## config.mk

```make
export PLATFORM = sky130hd
export DESIGN_NAME = comb_split
export DESIGN_NICKNAME = d
export VERILOG_FILES = /design/src/rtl/comb_split.sv
export SDC_FILE = /design/constraint.sdc
export NUM_CORES = 1
export LEC_CHECK = 0
export CAP_MARGIN = 5
export CORE_UTILIZATION = 45
export DETAILED_ROUTE_END_ITERATION = 6
export PLACE_DENSITY = 0.69
export SYNTH_ARGS = -nofsm -noshare
export SYNTH_HDL_FRONTEND = slang
export SYNTH_SLANG_ARGS = --single-unit
```

## constraint.sdc

```tcl
create_clock -name clk -period 6.5 [get_ports clk]
set_input_delay 1.3 -clock clk [delete_from_list [all_inputs] [get_ports clk]]
set_output_delay 1.3 -clock clk [all_outputs]
set_load 0.02 [all_outputs]
```

## src/rtl/comb_split.sv

```systemverilog
// comb_split: buffers 64-bit packed words in a small FIFO and emits each word as two
// 32-bit operands, high half (op1) first, then low half (op2) flagged with out_last.
// Optional feature: define COMB_SPLIT_CNT_EN to add the 16-bit word_cnt output that
// counts output transfers.
module comb_split #(
    parameter int unsigned DEPTH = 2
) (
    input  logic        clk,
    input  logic        rst,
    input  logic [63:0] comb,
    input  logic        in_valid,
    output logic        in_ready,
    output logic [31:0] out_data,
    output logic        out_valid,
    input  logic        out_ready,
    output logic        out_last
`ifdef COMB_SPLIT_CNT_EN
    ,
    output logic [15:0] word_cnt
`endif
);

    // Pointer width; DEPTH is a power of two so pointers wrap naturally.
    localparam int unsigned AW = (DEPTH > 1) ? $clog2(DEPTH) : 1;
    // Occupancy must represent 0..DEPTH inclusive.
    localparam int unsigned CW = $clog2(DEPTH + 1);

    typedef enum logic {
        StHi = 1'b0,
        StLo = 1'b1
    } phase_e;

    // Storage (not reset) and control state.
    logic [63:0]   r_mem [DEPTH];
    logic [AW-1:0] r_wptr;
    logic [AW-1:0] r_rptr;
    logic [CW-1:0] r_count;
    phase_e        r_phase;
    logic [31:0]   r_out_data;
    logic          r_out_valid;
    logic          r_out_last;

    // Handshake and next-state wires.
    logic          w_full;
    logic          w_push;
    logic          w_xfer;
    logic          w_pop;
    logic [AW-1:0] w_wptr_nxt;
    logic [AW-1:0] w_rptr_nxt;
    logic [CW-1:0] w_remain;
    logic [CW-1:0] w_count_nxt;
    phase_e        w_phase_nxt;
    logic [63:0]   w_head_nxt;
    logic          w_valid_nxt;
    logic          w_last_nxt;
    logic [31:0]   w_data_nxt;

    // Handshakes: in_ready is only a function of occupancy and reset, never of out_ready.
    always_comb begin
        w_full   = (r_count == CW'(DEPTH));
        in_ready = rst & ~w_full;
        w_push   = in_valid & in_ready;
        w_xfer   = r_out_valid & out_ready;
        w_pop    = w_xfer & (r_phase == StLo);
    end

    // Next pointers, occupancy and phase.
    always_comb begin
        w_wptr_nxt  = w_push ? r_wptr + AW'(1) : r_wptr;
        w_rptr_nxt  = w_pop ? r_rptr + AW'(1) : r_rptr;
        // Occupancy after the pop but before the push decides where the next head lives.
        w_remain    = r_count - CW'(w_pop);
        w_count_nxt = w_remain + CW'(w_push);
        w_phase_nxt = r_phase;
        if (w_xfer) begin
            w_phase_nxt = (r_phase == StHi) ? StLo : StHi;
        end
    end

    // Next registered outputs: look ahead at the head word after this edge.
    always_comb begin
        // If nothing remains after the pop, the only possible head is the word being pushed.
        w_head_nxt  = (w_remain == '0) ? comb : r_mem[w_rptr_nxt];
        w_valid_nxt = (w_count_nxt != '0);
        w_last_nxt  = w_valid_nxt & (w_phase_nxt == StLo);
        w_data_nxt  = '0;
        if (w_valid_nxt) begin
            w_data_nxt = (w_phase_nxt == StLo) ? w_head_nxt[31:0] : w_head_nxt[63:32];
        end
    end

    // Control FSM with registered outputs; synchronous active-low reset.
    always_ff @(posedge clk) begin
        if (!rst) begin
            r_wptr      <= '0;
            r_rptr      <= '0;
            r_count     <= '0;
            r_phase     <= StHi;
            r_out_data  <= '0;
            r_out_valid <= 1'b0;
            r_out_last  <= 1'b0;
        end else begin
            r_wptr      <= w_wptr_nxt;
            r_rptr      <= w_rptr_nxt;
            r_count     <= w_count_nxt;
            r_phase     <= w_phase_nxt;
            r_out_data  <= w_data_nxt;
            r_out_valid <= w_valid_nxt;
            r_out_last  <= w_last_nxt;
        end
    end

    // Word storage write; contents are don't-care until pushed, so no reset.
    always_ff @(posedge clk) begin
        if (w_push) begin
            r_mem[r_wptr] <= comb;
        end
    end

    assign out_data  = r_out_data;
    assign out_valid = r_out_valid;
    assign out_last  = r_out_last;

`ifdef COMB_SPLIT_CNT_EN
    logic [15:0] r_word_cnt;

    // Output transfer counter, wraps at 16 bits.
    always_ff @(posedge clk) begin
        if (!rst) begin
            r_word_cnt <= '0;
        end else if (w_xfer) begin
            r_word_cnt <= r_word_cnt + 16'd1;
        end
    end

    assign word_cnt = r_word_cnt;
`endif

endmodule
```

### Yosys cells after proc, flatten, opt, wreduce, memory -nomap -nowiden

Memory sizes are Yosys's and may differ from the RTL's.
Cells that the tools add are included.
Widths: inputs -> output; s select.

* bits in registers: 39
* memory bits (writable): 128
* input port bits: 68
* output and inout bits: 35
* logic and storage cells: 29
* memories: 1

Memories
* r_mem: depth 2, width 64, read ports 1, clocked after memory_dff 0, wr ports 1, line 34 `logic [63:0] r_mem [DEPTH];`

* $add $sub $neg: 4
* equality and inequality tests: 1
* multiplexer cells: 7
* bitwise operators: 6
* reduce and logical (&&, ||, !) cells: 3

Operator list (number)
* $mux 64: 1
* $mux 32: 1
* $and 1x1->1: 5
* $mux 1: 5
* $add 1x1->1 const B: 2
* $add 2x1->2: 1
* $eq 2x2->1 const B: 1
* $logic_not 2->1: 1
* $reduce_and 2->1: 1
* $reduce_bool 2->1: 1
* $sub 2x1->2: 1
* $not 1->1: 1

### Logic depth before layout (Yosys ltp)

Gate-level depths: netlist of run 1.

* depth after elaboration: 7
* depth in mapped cells: 9
* gate-level depth less buffers: 8

### Worst setup path before layout of run 1

OpenSTA, ideal clock, no wires.

* path kind: input to register
* from: input port rst
* to: memory r_mem[0][0], enable pin
* library setup time: 488 ps
* data arrival time: 4131 ps
* data required time: 6012 ps
* path slack: 1881 ps
* cell stages on the path: 2
* buffers on the path: 0
* path through: o211ai_1 nor2_1

* cells in the longest elaborated chain, start to end: 4

Ends and longest elaborated chain
* start, declared: line 9 `input logic rst,`
* $and 1x1->1: line 61 `in_ready = rst & ~w_full;`
* $and 1x1->1: line 62 `w_push = in_valid & in_ready;`
* $mux 1: line 115 `if (w_push) begin`
* $mux 1 (implied by the code): line 116 `r_mem[r_wptr] <= comb;`
* end, declared: line 34

Every way passes these cells.

### Worst setup path in the final report of run 1

* from: input port rst
* to: output port in_ready

* cells in the longest elaborated chain, start to end: 1

Ends and longest elaborated chain
* $and 1x1->1: line 61
* end, declared: line 12 `output logic in_ready,`

Every way passes these cells.

==> results.md, run 1 <==
* Status: finished clean
* Largest net degree at the start of global routing at 67
* Period minus WS final at 4.204 ns
* DRC at 0
* Most frequent cells in the layout: 128 x edfxtp_1, 102 x clkdlybuf4s50_1, 65 x nand2_1
* CTS clk-pin slew, worst paths at 0.06 ns
* Area of the multi-input gates at 0.001907 mm^2
* Nets at 552
* Post-Synthesis Cells at 374
* Crit Path Class: input port to primary output
* Final setup TNS at 0 ns
* Worst vdd ir at 0.2427 mV
* Crit path max fanout at 8
* H-tree depth at 4
* Slew Limit Fails at 0
* CTS max path bufs at 2
* Setup bufs post-CTS at 0
* Async SR Flop Fraction at 0%
* Clock buffer count from CTS at 17
* Finished layout cell area at 0.008434 mm^2
* Final std cells w/o fill at 678
* Boundary Pins at 103
* Req. time, crit path at 5.20 ns
* EDFF count, synth at 128
* Critical Path Max Stage Delay at 0.66 ns
* Hold Path End: r_wptr
* Cell Area, Synth at 0.006674 mm^2
* Most frequent cell on the critical path: clkdlybuf4s50_1
* GRT overflow at 0
* Worst skew pair latency at 0.43 ns
* Worst Slack Setup Final at 2.296 ns
* Distinct cells, synth at 23
* CTS sink cnt at 167
* Clock skew at 0.009024 ns
* Final WL at 12.99 mm
* Vias per cell at 5.239
* Die Height at 123.8 um
* DR iter-0 viols at 236
* Worst Reg-to-Reg Cells at 9
* Final hold violations at 0
* Rows at 44
* Layout Area Growth over Synthesis at 26.38%
* Worst setup SP type: input port
* Syn_area_per_cell at 17.84 um^2
* Dpl cell area at 0.007850 mm^2
* Main flop type after synthesis: edfxtp_1
* #FFs+latches synth at 167
* HP Class: register to register
* Setup violations, final at 0
* # placed instances at 646
* Register area share after synthesis at 69.29%
* Width of the die at 123.8 um
* Worst R2R End: out_data[7]
* DIE AREA at 0.01532 mm^2
* Worst hold slack at 0.6429 ns
* MaxCap Viol Count at 0
* GRT Util Overall at 18.65%
* Rel. slew slack at 26.40%
* Commonest non-fill, non-tap cell in the layout: edfxtp_1
* Starting density of the core at 46.09%
* DP Worst Slack at 2.265 ns
* Worst Setup SP: rst
* Hold Path Origin: r_wptr
* Vias at 3552
* PortBufs at 102
* RSZ-0062 raised after global routing: false
* Power density over the cells at 312.3 mW/mm^2
* Area leader, netlist: edfxtp_1
* Fillers at 1167
* Crit-path cells: clkdlybuf4s50_1 -> a21boi_0 -> clkdlybuf4s50_1
* Crit path DAT at 2.90 ns
* Post-CTS sizing at 0
* Worst setup EP type: primary output
* Antenna violations before repair at 0
* Root Driver: clkbuf_16
* Crit path max-delay cell type: clkdlybuf4s50_1
* Setup slack, reg-to-reg at 3.69 ns
* First-pass GRT wire length at 20.20 mm
* Ratio of final minimum period to clock period at 64.67%
* Area fraction of the dominant cell type after synthesis at 57.59%
* Avg WL per Cell at 19.15 um
* Hold buffers post-CTS at 0
* Worst Max-Slew Pin Slew at 1.101 ns
* Pleak at 2.856 nW
* Fmax at 237.9 MHz
* 1st-pass router iterations at 4
* DP HPWL at 7.835 mm
* Vias in the first global route at 3769
* Flip-flop and latch area at 0.004624 mm^2
* Synth warn at 0
* Share of cells above drive strength 1 at 21.91%
* RR Startpoint: out_valid
* Synth top area cells: edfxtp_1 58%, dfxtp_1 12%, mux4_1 10%
* Worst Hold Depth at 2
* TritonCTS clock tree: built
* Mapped Nets at 445
* Core area at 0.01448 mm^2
* Gpl congestion at 0.7543
* Final antenna-violating net count at 0
-- critical path, delay by kind of cell --
family | cells | cell delay (ns)
AOI/OAI and AO/OA | 1 | 0.30
buffers and inverters | 2 | 1.31
-- how the worst max path moves through the flow --
stage,endpoint,slack (ns),cells past startpoint
3_3_place_gp,out_data[29],2.34,10
3_5_place_dp,out_data[0],2.26,10
2_1_floorplan,r_mem[0][0],1.88,2
5_1_grt,in_ready,2.24,3
6_report,in_ready,2.30,3
4_1_cts,in_ready,2.29,3
-- sequential cells by signal, indices dropped and copies added (netlist names) --
| signal | flops |
|---|---|
| out_last | 1 |
| r_phase | 1 |
| out_data | 32 |
| r_mem | 128 |
| r_count | 2 |
| r_rptr | 1 |
| r_wptr | 1 |
| out_valid | 1 |
-- per-stage QoR --
stage | util (%) | power (W)
2_1_floorplan | - | 0.001514
3_3_place_gp | 54.22 | 0.001656
3_5_place_dp | 54.22 | 0.001664
4_1_cts | 58.24 | 0.002657
5_1_grt | 58.24 | 0.002731
6_report | 58.25 | 0.002634
-- Yosys cell counts, types with 2 or more instances --
cell type and count:
a21oi_1 3, a21oi_2 29, and2_1 7, buf_2 11
buf_6 8, dfxtp_1 39, edfxtp_1 128, ha_1 3
inv_1 5, mux2_2 32, mux4_1 26, mux4_2 6
nand2_1 65, nor2_1 2, xnor2_2 2
-- metal layers --
layer  track usage (%)  up-vias  wire length [um]
li1                  -     1662                 -
met1             23.27     1784              5680
met2             30.35       92              6404
met3             5.952       14               746
met4             7.003        0               154
met5                 0        -                 0
-- report_power, final --
| group | internal [W] | switching [W] |
|---|---|---|
| registers | 0.00121 | 0.0000166 |
| clock network | 0.000610 | 0.000388 |
| logic | 0.000197 | 0.000214 |
| total | 0.00202 | 0.000618 |
-- area by class of cell --
cell class                 instances  share of cell area [%]
multi-input combinational        181                   22.61
clock inverter                     9                   1.513
sequential                       167                   54.83
inverter                           6                  0.2670
tap                              184                   2.730
timing repair buffer             108                   12.64
clock buffer                      22                   5.385
antenna                            1                 0.02967
-- cells by family after synthesis --
kind of cell               count (synthesis)  synth area share, %
xor gates and xnor gates                   3               0.7312
buffers and inverters                     26                2.625
AOI/OAI and AO/OA                         36                4.612
DFF                                      167                69.29
and+or+nand+nor                           75                4.518
muxes                                     64                17.66
adders and majority gates                  3               0.5625
No activity file was read; power rests on OpenSTA's default activity.
==> run 2, diff against run 1 <==
Settings changed: PLACE_DENSITY 0.69 to 0.71.
Clock period 6.5 ns to 3.7 ns, I/O delays scaled along.
==> run 2 against run 1 <==
  * Power increased by 68%
  * First-iteration DRC count down 22%
  * Clock skew shrank 0.0034 ns
  * Combinational power rose by 79%
  * Critical path depth unchanged
  * Clock power is 54% higher
  * Sequential share of layout area shrank 0.097 points
  * Hold slack better by 0.027 ns
  * Setup slack lost 1.7 ns
  * Count of clock-buffer cells in the layout grew 5
  * Final cell count is 0.88% higher
  * Largest cell class unchanged
  * Largest power group unchanged
==> results.md, run 2 (same netlist as run 1, synthesis figures left out) <==
* Status: finished clean
* Ant diodes at 0 (-1)
* Internal at 0.003393 W (+68%)
* MaxCap Viol Count at 0 (unchanged)
* Largest reg by FF count: r_mem
* Root Driver: clkbuf_16
* Worst vdd ir at 0.3110 mV (+28%)
* Slew Limit Fails at 0 (unchanged)
* Worst setup EP type: primary output
* Worst Setup SP: rst
* Crit path depth at 3 (unchanged)
* Period minus WS final at 3.055 ns
* Crit-path cells: clkdlybuf4s50_1 -> a21boi_0 -> clkdlybuf4s50_1
* Worst Max-Slew Pin Slew at 0.5433 ns (-0.5581 ns)
* Crit path max-delay cell type: clkdlybuf4s50_1
* Gpl congestion at 0.7244 (-4.0%)
* CTS sink cnt at 167 (unchanged)
* Starting density of the core at 46.09% (unchanged)
* Total power at 0.004430 W (+68%)
* Final antenna-violating net count at 0 (unchanged)
* Rows at 44 (unchanged)
* PortBufs at 102 (unchanged)
* DRC at 0 (unchanged)
* First-pass GRT wire length at 18.71 mm (-7.3%)
* CTS clk-pin slew, worst paths at 0.06 ns (about the same)
* Worst skew pair latency at 0.42 ns (about the same)
* RSZ-0062 raised after global routing: false
* Fmax at 327.3 MHz
* Crit path max fanout at 8 (unchanged)
* Core area at 0.01448 mm^2 (unchanged)
* Final hold violations at 0 (unchanged)
* DIE AREA at 0.01532 mm^2 (unchanged)
* Die Height at 123.8 um (unchanged)
* TritonCTS clock tree: built
* HP Class: register to register
* Clock skew at 0.005608 ns (-0.003416 ns)
* Vias at 3539 (-0.37%)
* Flip-flop and latch area at 0.004624 mm^2 (unchanged)
* DR iter-0 viols at 184 (-22%)
* Sw Ratio at 23.40% (-0.058 points)
* Pleak at 2.868 nW (+0.40%)
* RR Startpoint: out_valid
* Combinational Power Share at 16.6% (+1.0 points)
* Clock buffer count from CTS at 17 (unchanged)
* Seq pwr share at 48.6% (+2.1 points)
* Nets at 558 (+1.1%)
* Layout Area Growth over Synthesis at 26.60%
* DP HPWL at 7.513 mm (-4.1%)
* Avg WL per Cell at 17.93 um (-6.4%)
* Most frequent cell on the critical path: clkdlybuf4s50_1
* Req. time, crit path at 2.96 ns (-2.24 ns)
* Critical Path Max Stage Delay at 0.65 ns (about the same)
* Post-CTS sizing at 0 (unchanged)
* Area of the multi-input gates at 0.001907 mm^2 (unchanged)
* Boundary Pins at 103 (unchanged)
* Vias per cell at 5.174 (-1.2%)
* Commonest non-fill, non-tap cell in the layout: edfxtp_1
* GRT overflow at 0 (unchanged)
* Worst setup SP type: input port
* Net Sw Power at 0.001037 W (+68%)
* Worst path top cell family by delay: buffers and inverters
* Antenna violations before repair at 0 (unchanged)
* Worst R2R End: out_data[17]
* 1st-pass router iterations at 6 (+2)
* Worst Reg-to-Reg Cells at 9 (unchanged)
* Fillers at 1116 (-4.4%)
* Final setup TNS at 0 ns (unchanged)
* Most frequent cells in the layout: 128 x edfxtp_1, 102 x clkdlybuf4s50_1, 65 x nand2_1
* Width of the die at 123.8 um (unchanged)
* Clock power share at 34.8% (-3.1 points)
* Crit Path Class: input port to primary output
* H-tree depth at 4 (unchanged)
* Setup bufs post-CTS at 0 (unchanged)
* Largest net degree at the start of global routing at 65 (-3.0%)
* CTS max path bufs at 2 (unchanged)
* Final WL at 12.27 mm (-5.5%)
* Hold buffers post-CTS at 0 (unchanged)
* Rel. slew slack at 63.78% (+37 points)
* Vias in the first global route at 3580 (-5.0%)
* Max reg flops at 128 (unchanged)
* Share of cells above drive strength 1 at 21.80% (-0.11 points)
* Buf/Inv on CP at 2 (unchanged)
* GRT Util Overall at 17.12% (-1.5 points)
* Power density over the cells at 524.3 mW/mm^2 (+68%)
* Crit path DAT at 2.32 ns (-0.58 ns)
* Setup slack, reg-to-reg at 1.56 ns (-2.13 ns)
* Setup violations, final at 0 (unchanged)
* Ratio of final minimum period to clock period at 82.57%
* Crit path capture: in_ready
-- run 2: metal layers --
layer  global-route usage, %  share of wire (%)  vias to the layer above
li1                        -                  -                     1662
met1                   20.91                 42                     1754
met2                   28.40                 50                      104
met3                   4.762                5.5                       19
met4                   7.455                1.8                        0
met5                       0                  0                        -
-- run 2: worst min-delay path: stages, from the launching register on --
cell	delay, ns
dfxtp_1	0.39
and2_1	0.15
o21a_1	0.11
-- run 2: worst min-delay path by stage --
| stage | start | slack, ns | depth (start not counted) | to |
|---|---|---|---|---|
| final | r_wptr | 0.67 | 2 | r_wptr |
| after global routing | r_wptr | 0.71 | 2 | r_wptr |
| after CTS | r_wptr | 0.66 | 2 | r_wptr |
| after detailed placement | r_wptr | 0.64 | 2 | r_wptr |
| after global placement | r_wptr | 0.63 | 2 | r_wptr |
| after floorplan | r_wptr | 0.56 | 2 | r_wptr |
-- run 2: area by class of cell --
type	instances	area share, %
clock inverter	5	0.2814
sequential	167	54.73
timing repair buffer	114	13.59
multi-input combinational	181	22.57
clock buffer	27	5.834
inverter	6	0.2665
tap	184	2.725
-- run 2: metrics by stage --
stage                     hold slack, ns  setup WS (ns)  cell area, um^2  instances  util [%]
final                             0.6700         0.6448             8449        684     58.36
after global routing              0.7098         0.5795             8449        684     58.36
after CTS                         0.6646         0.6511             8449        684     58.36
after detailed placement          0.6442         0.6512             7933        652     54.79
after global placement            0.6340         0.7203             7933        652     54.79
after floorplan                   0.5621         0.3026             6676        374         -
-- run 2: power by group through the flow --
| stage | Sequential (W) | Clock, W | Combinational, W |
|---|---|---|---|
| 6_report | 0.00215 | 0.00154 | 0.000736 |
| 3_3_place_gp | 0.00219 | 0 | 0.000737 |
| 5_1_grt | 0.00216 | 0.00166 | 0.000793 |
| 2_1_floorplan | 0.00224 | 0 | 0.000415 |
| 4_1_cts | 0.00215 | 0.00158 | 0.000749 |
| 3_5_place_dp | 0.00219 | 0 | 0.000746 |
==> run 3, diff against run 2 <==
Clock period 3.7 ns to 2.5 ns, I/O delays scaled along.
==> run 3 against run 2 <==
  * Register-to-register slack got worse by 1.1 ns
  * Non-clock buffer count increased by 8
  * Power increased by 53%
  * Sequential power increased by 48%
  * Final cell count increased by 1.0%
  * First-iteration DRC count decreased by 4.3%
  * Die area unchanged
  * Critical path type unchanged
  * Critical endpoint unchanged
  * Highest routed layer unchanged
==> results.md, run 3 (same netlist as run 1, synthesis figures left out) <==
* Crit path DAT at 1.90 ns (-0.42 ns)
* Commonest non-fill, non-tap cell in the layout: edfxtp_1
* Most frequent cells in the layout: 128 x edfxtp_1, 102 x clkdlybuf4s50_1, 65 x nand2_1
* Vias per cell at 5.168 (-0.12%)
* Rel. slew slack at 80.66% (+17 points)
* DIE AREA at 0.01532 mm^2 (unchanged)
* Clock skew at 0.008035 ns (+0.002426 ns)
* Clock buffer count from CTS at 17 (unchanged)
* Die Height at 123.8 um (unchanged)
* Worst vdd ir at 0.4725 mV (+52%)
* Pleak at 2.969 nW (+3.5%)
* Final antenna-violating net count at 0 (unchanged)
* Top routing layer in use: met4
* First-pass GRT wire length at 19.87 mm (+6.2%)
* HP Class: register to register
* Nets at 566 (+1.4%)
* Worst Reg-to-Reg Cells at 9 (unchanged)
* Ant diodes at 0 (unchanged)
* MaxCap Viol Count at 0 (unchanged)
* Setup violations, final at 0 (unchanged)
* Status: finished clean
* Post-CTS sizing at 0 (unchanged)
* Layout Area Growth over Synthesis at 29.79%
* Avg WL per Cell at 18.58 um (+3.6%)
* Setup bufs post-CTS at 0 (unchanged)
* Req. time, crit path at 2.00 ns (-0.96 ns)
* Rows at 44 (unchanged)
* Worst R2R End: out_data[17]
* Crit path capture: in_ready
* Final setup TNS at 0 ns (unchanged)
* Starting density of the core at 46.09% (unchanged)
* Worst setup EP type: primary output
* PortBufs at 102 (unchanged)
* Width of the die at 123.8 um (unchanged)
* Period minus WS final at 2.404 ns
* Total power at 0.006796 W (+53%)
* Final WL at 12.84 mm (+4.7%)
* Hold buffers post-CTS at 0 (unchanged)
* Crit Path Class: input port to primary output
* DR iter-0 viols at 176 (-4.3%)
* TritonCTS clock tree: built
* Fillers at 1127 (+0.99%)
* Boundary Pins at 103 (unchanged)
* Final hold violations at 0 (unchanged)
* Flip-flop and latch area at 0.004624 mm^2 (unchanged)
* Share of cells above drive strength 1 at 24.65% (+2.9 points)
* DRC at 0 (unchanged)
* Largest net degree at the start of global routing at 39 (-40%)
* CTS max path bufs at 2 (unchanged)
* Power density over the cells at 784.6 mW/mm^2 (+50%)
* CTS clk-pin slew, worst paths at 0.06 ns (about the same)
* Wire length on met1 at 5.592 mm (+7.7%)
* Area of the multi-input gates at 0.001907 mm^2 (unchanged)
* RSZ-0062 raised after global routing: false
* CTS sink cnt at 167 (unchanged)
* GRT Util Overall at 18.13% (+1.0 points)
* Antenna violations before repair at 0 (unchanged)
* GRT overflow at 0 (unchanged)
* Max reg flops at 128 (unchanged)
* Slew Limit Fails at 0 (unchanged)
* Largest reg by FF count: r_mem
* Fmax at 416.0 MHz
* 1st-pass router iterations at 6 (unchanged)
* Vias at 3571 (+0.90%)
* Worst skew pair latency at 0.42 ns (about the same)
* H-tree depth at 4 (unchanged)
* DP HPWL at 8.191 mm (+9.0%)
* Worst Setup SP: rst
* Setup slack, reg-to-reg at 0.50 ns (-1.06 ns)
* Ratio of final minimum period to clock period at 96.15%
* DR WL met3 at 635 um (-5.2%)
* RR Startpoint: out_valid
* Worst Max-Slew Pin Slew at 0.2892 ns (-0.2542 ns)
* Core area at 0.01448 mm^2 (unchanged)
* Vias in the first global route at 3822 (+6.8%)
* Gpl congestion at 0.7537 (+4.0%)
* Crit path max fanout at 2 (-6)
* Worst setup SP type: input port
* Root Driver: clkbuf_16
* Met2 WL at 6.477 mm (+4.9%)
[run 3: cell count changes in the layout (fill, tap and decap cells not counted), sizes merged]
cell	previous run	this run
clkinvlp	1	2
inv	6	8
clkinv	4	6
buf	12	20
bufinv	0	1
clkbuf	27	20
[run 3: worst max-delay path: stages]
cell and delay, ns:
clkdlybuf4s50_1 0.49, a21boi_0 0.18, buf_4 0.14, clkdlybuf4s50_1 0.59
[run 3: metal layers]
layer,track usage [%],vias to the layer above
li1,-,1689
met1,22.31,1788
met2,30.42,83
met3,5.632,11
met4,5.873,0
met5,0,-
[run 3: how the worst min path moves through the flow]
| stage | slack [ns] | cells after the start | from | end |
|---|---|---|---|---|
| after floorplan | 0.60 | 0 | comb[0] | r_mem[0][0] |
| after global placement | 0.63 | 2 | r_wptr | r_wptr |
| after detailed placement | 0.66 | 2 | r_wptr | r_wptr |
| after CTS | 0.67 | 1 | comb[12] | r_mem[1][12] |
| after global routing | 0.67 | 1 | comb[4] | r_mem[0][4] |
| final | 0.67 | 2 | r_wptr | r_wptr |
[run 3: power by group]
group          internal, W  total (W)  switching (W)
combinational     0.000596    0.00117       0.000573
sequential         0.00314    0.00319      0.0000436
clock              0.00142    0.00244        0.00102
[run 3: layout make-up]
type / instances / share of cell area, %
clock inverter: 11 / 1.156
inverter: 6 / 0.2600
sequential: 167 / 53.39
multi-input combinational: 181 / 22.01
timing repair buffer: 122 / 15.25
tap: 184 / 2.658
clock buffer: 20 / 5.272
[run 3: stage by stage]
stage / util, % / std cells / hold WS (ns) / cell area (um^2) / setup WS [ns]
6_report: 59.83 / 691 / 0.6686 / 8662 / 0.09615
5_1_grt: 59.83 / 691 / 0.6726 / 8662 / 0.03985
4_1_cts: 59.83 / 691 / 0.6696 / 8662 / 0.08795
3_5_place_dp: 55.98 / 660 / 0.6626 / 8105 / -0.08443
3_3_place_gp: 55.98 / 660 / 0.6259 / 8105 / -0.02582
2_1_floorplan: - / 374 / 0.5989 / 6683 / 0.03986
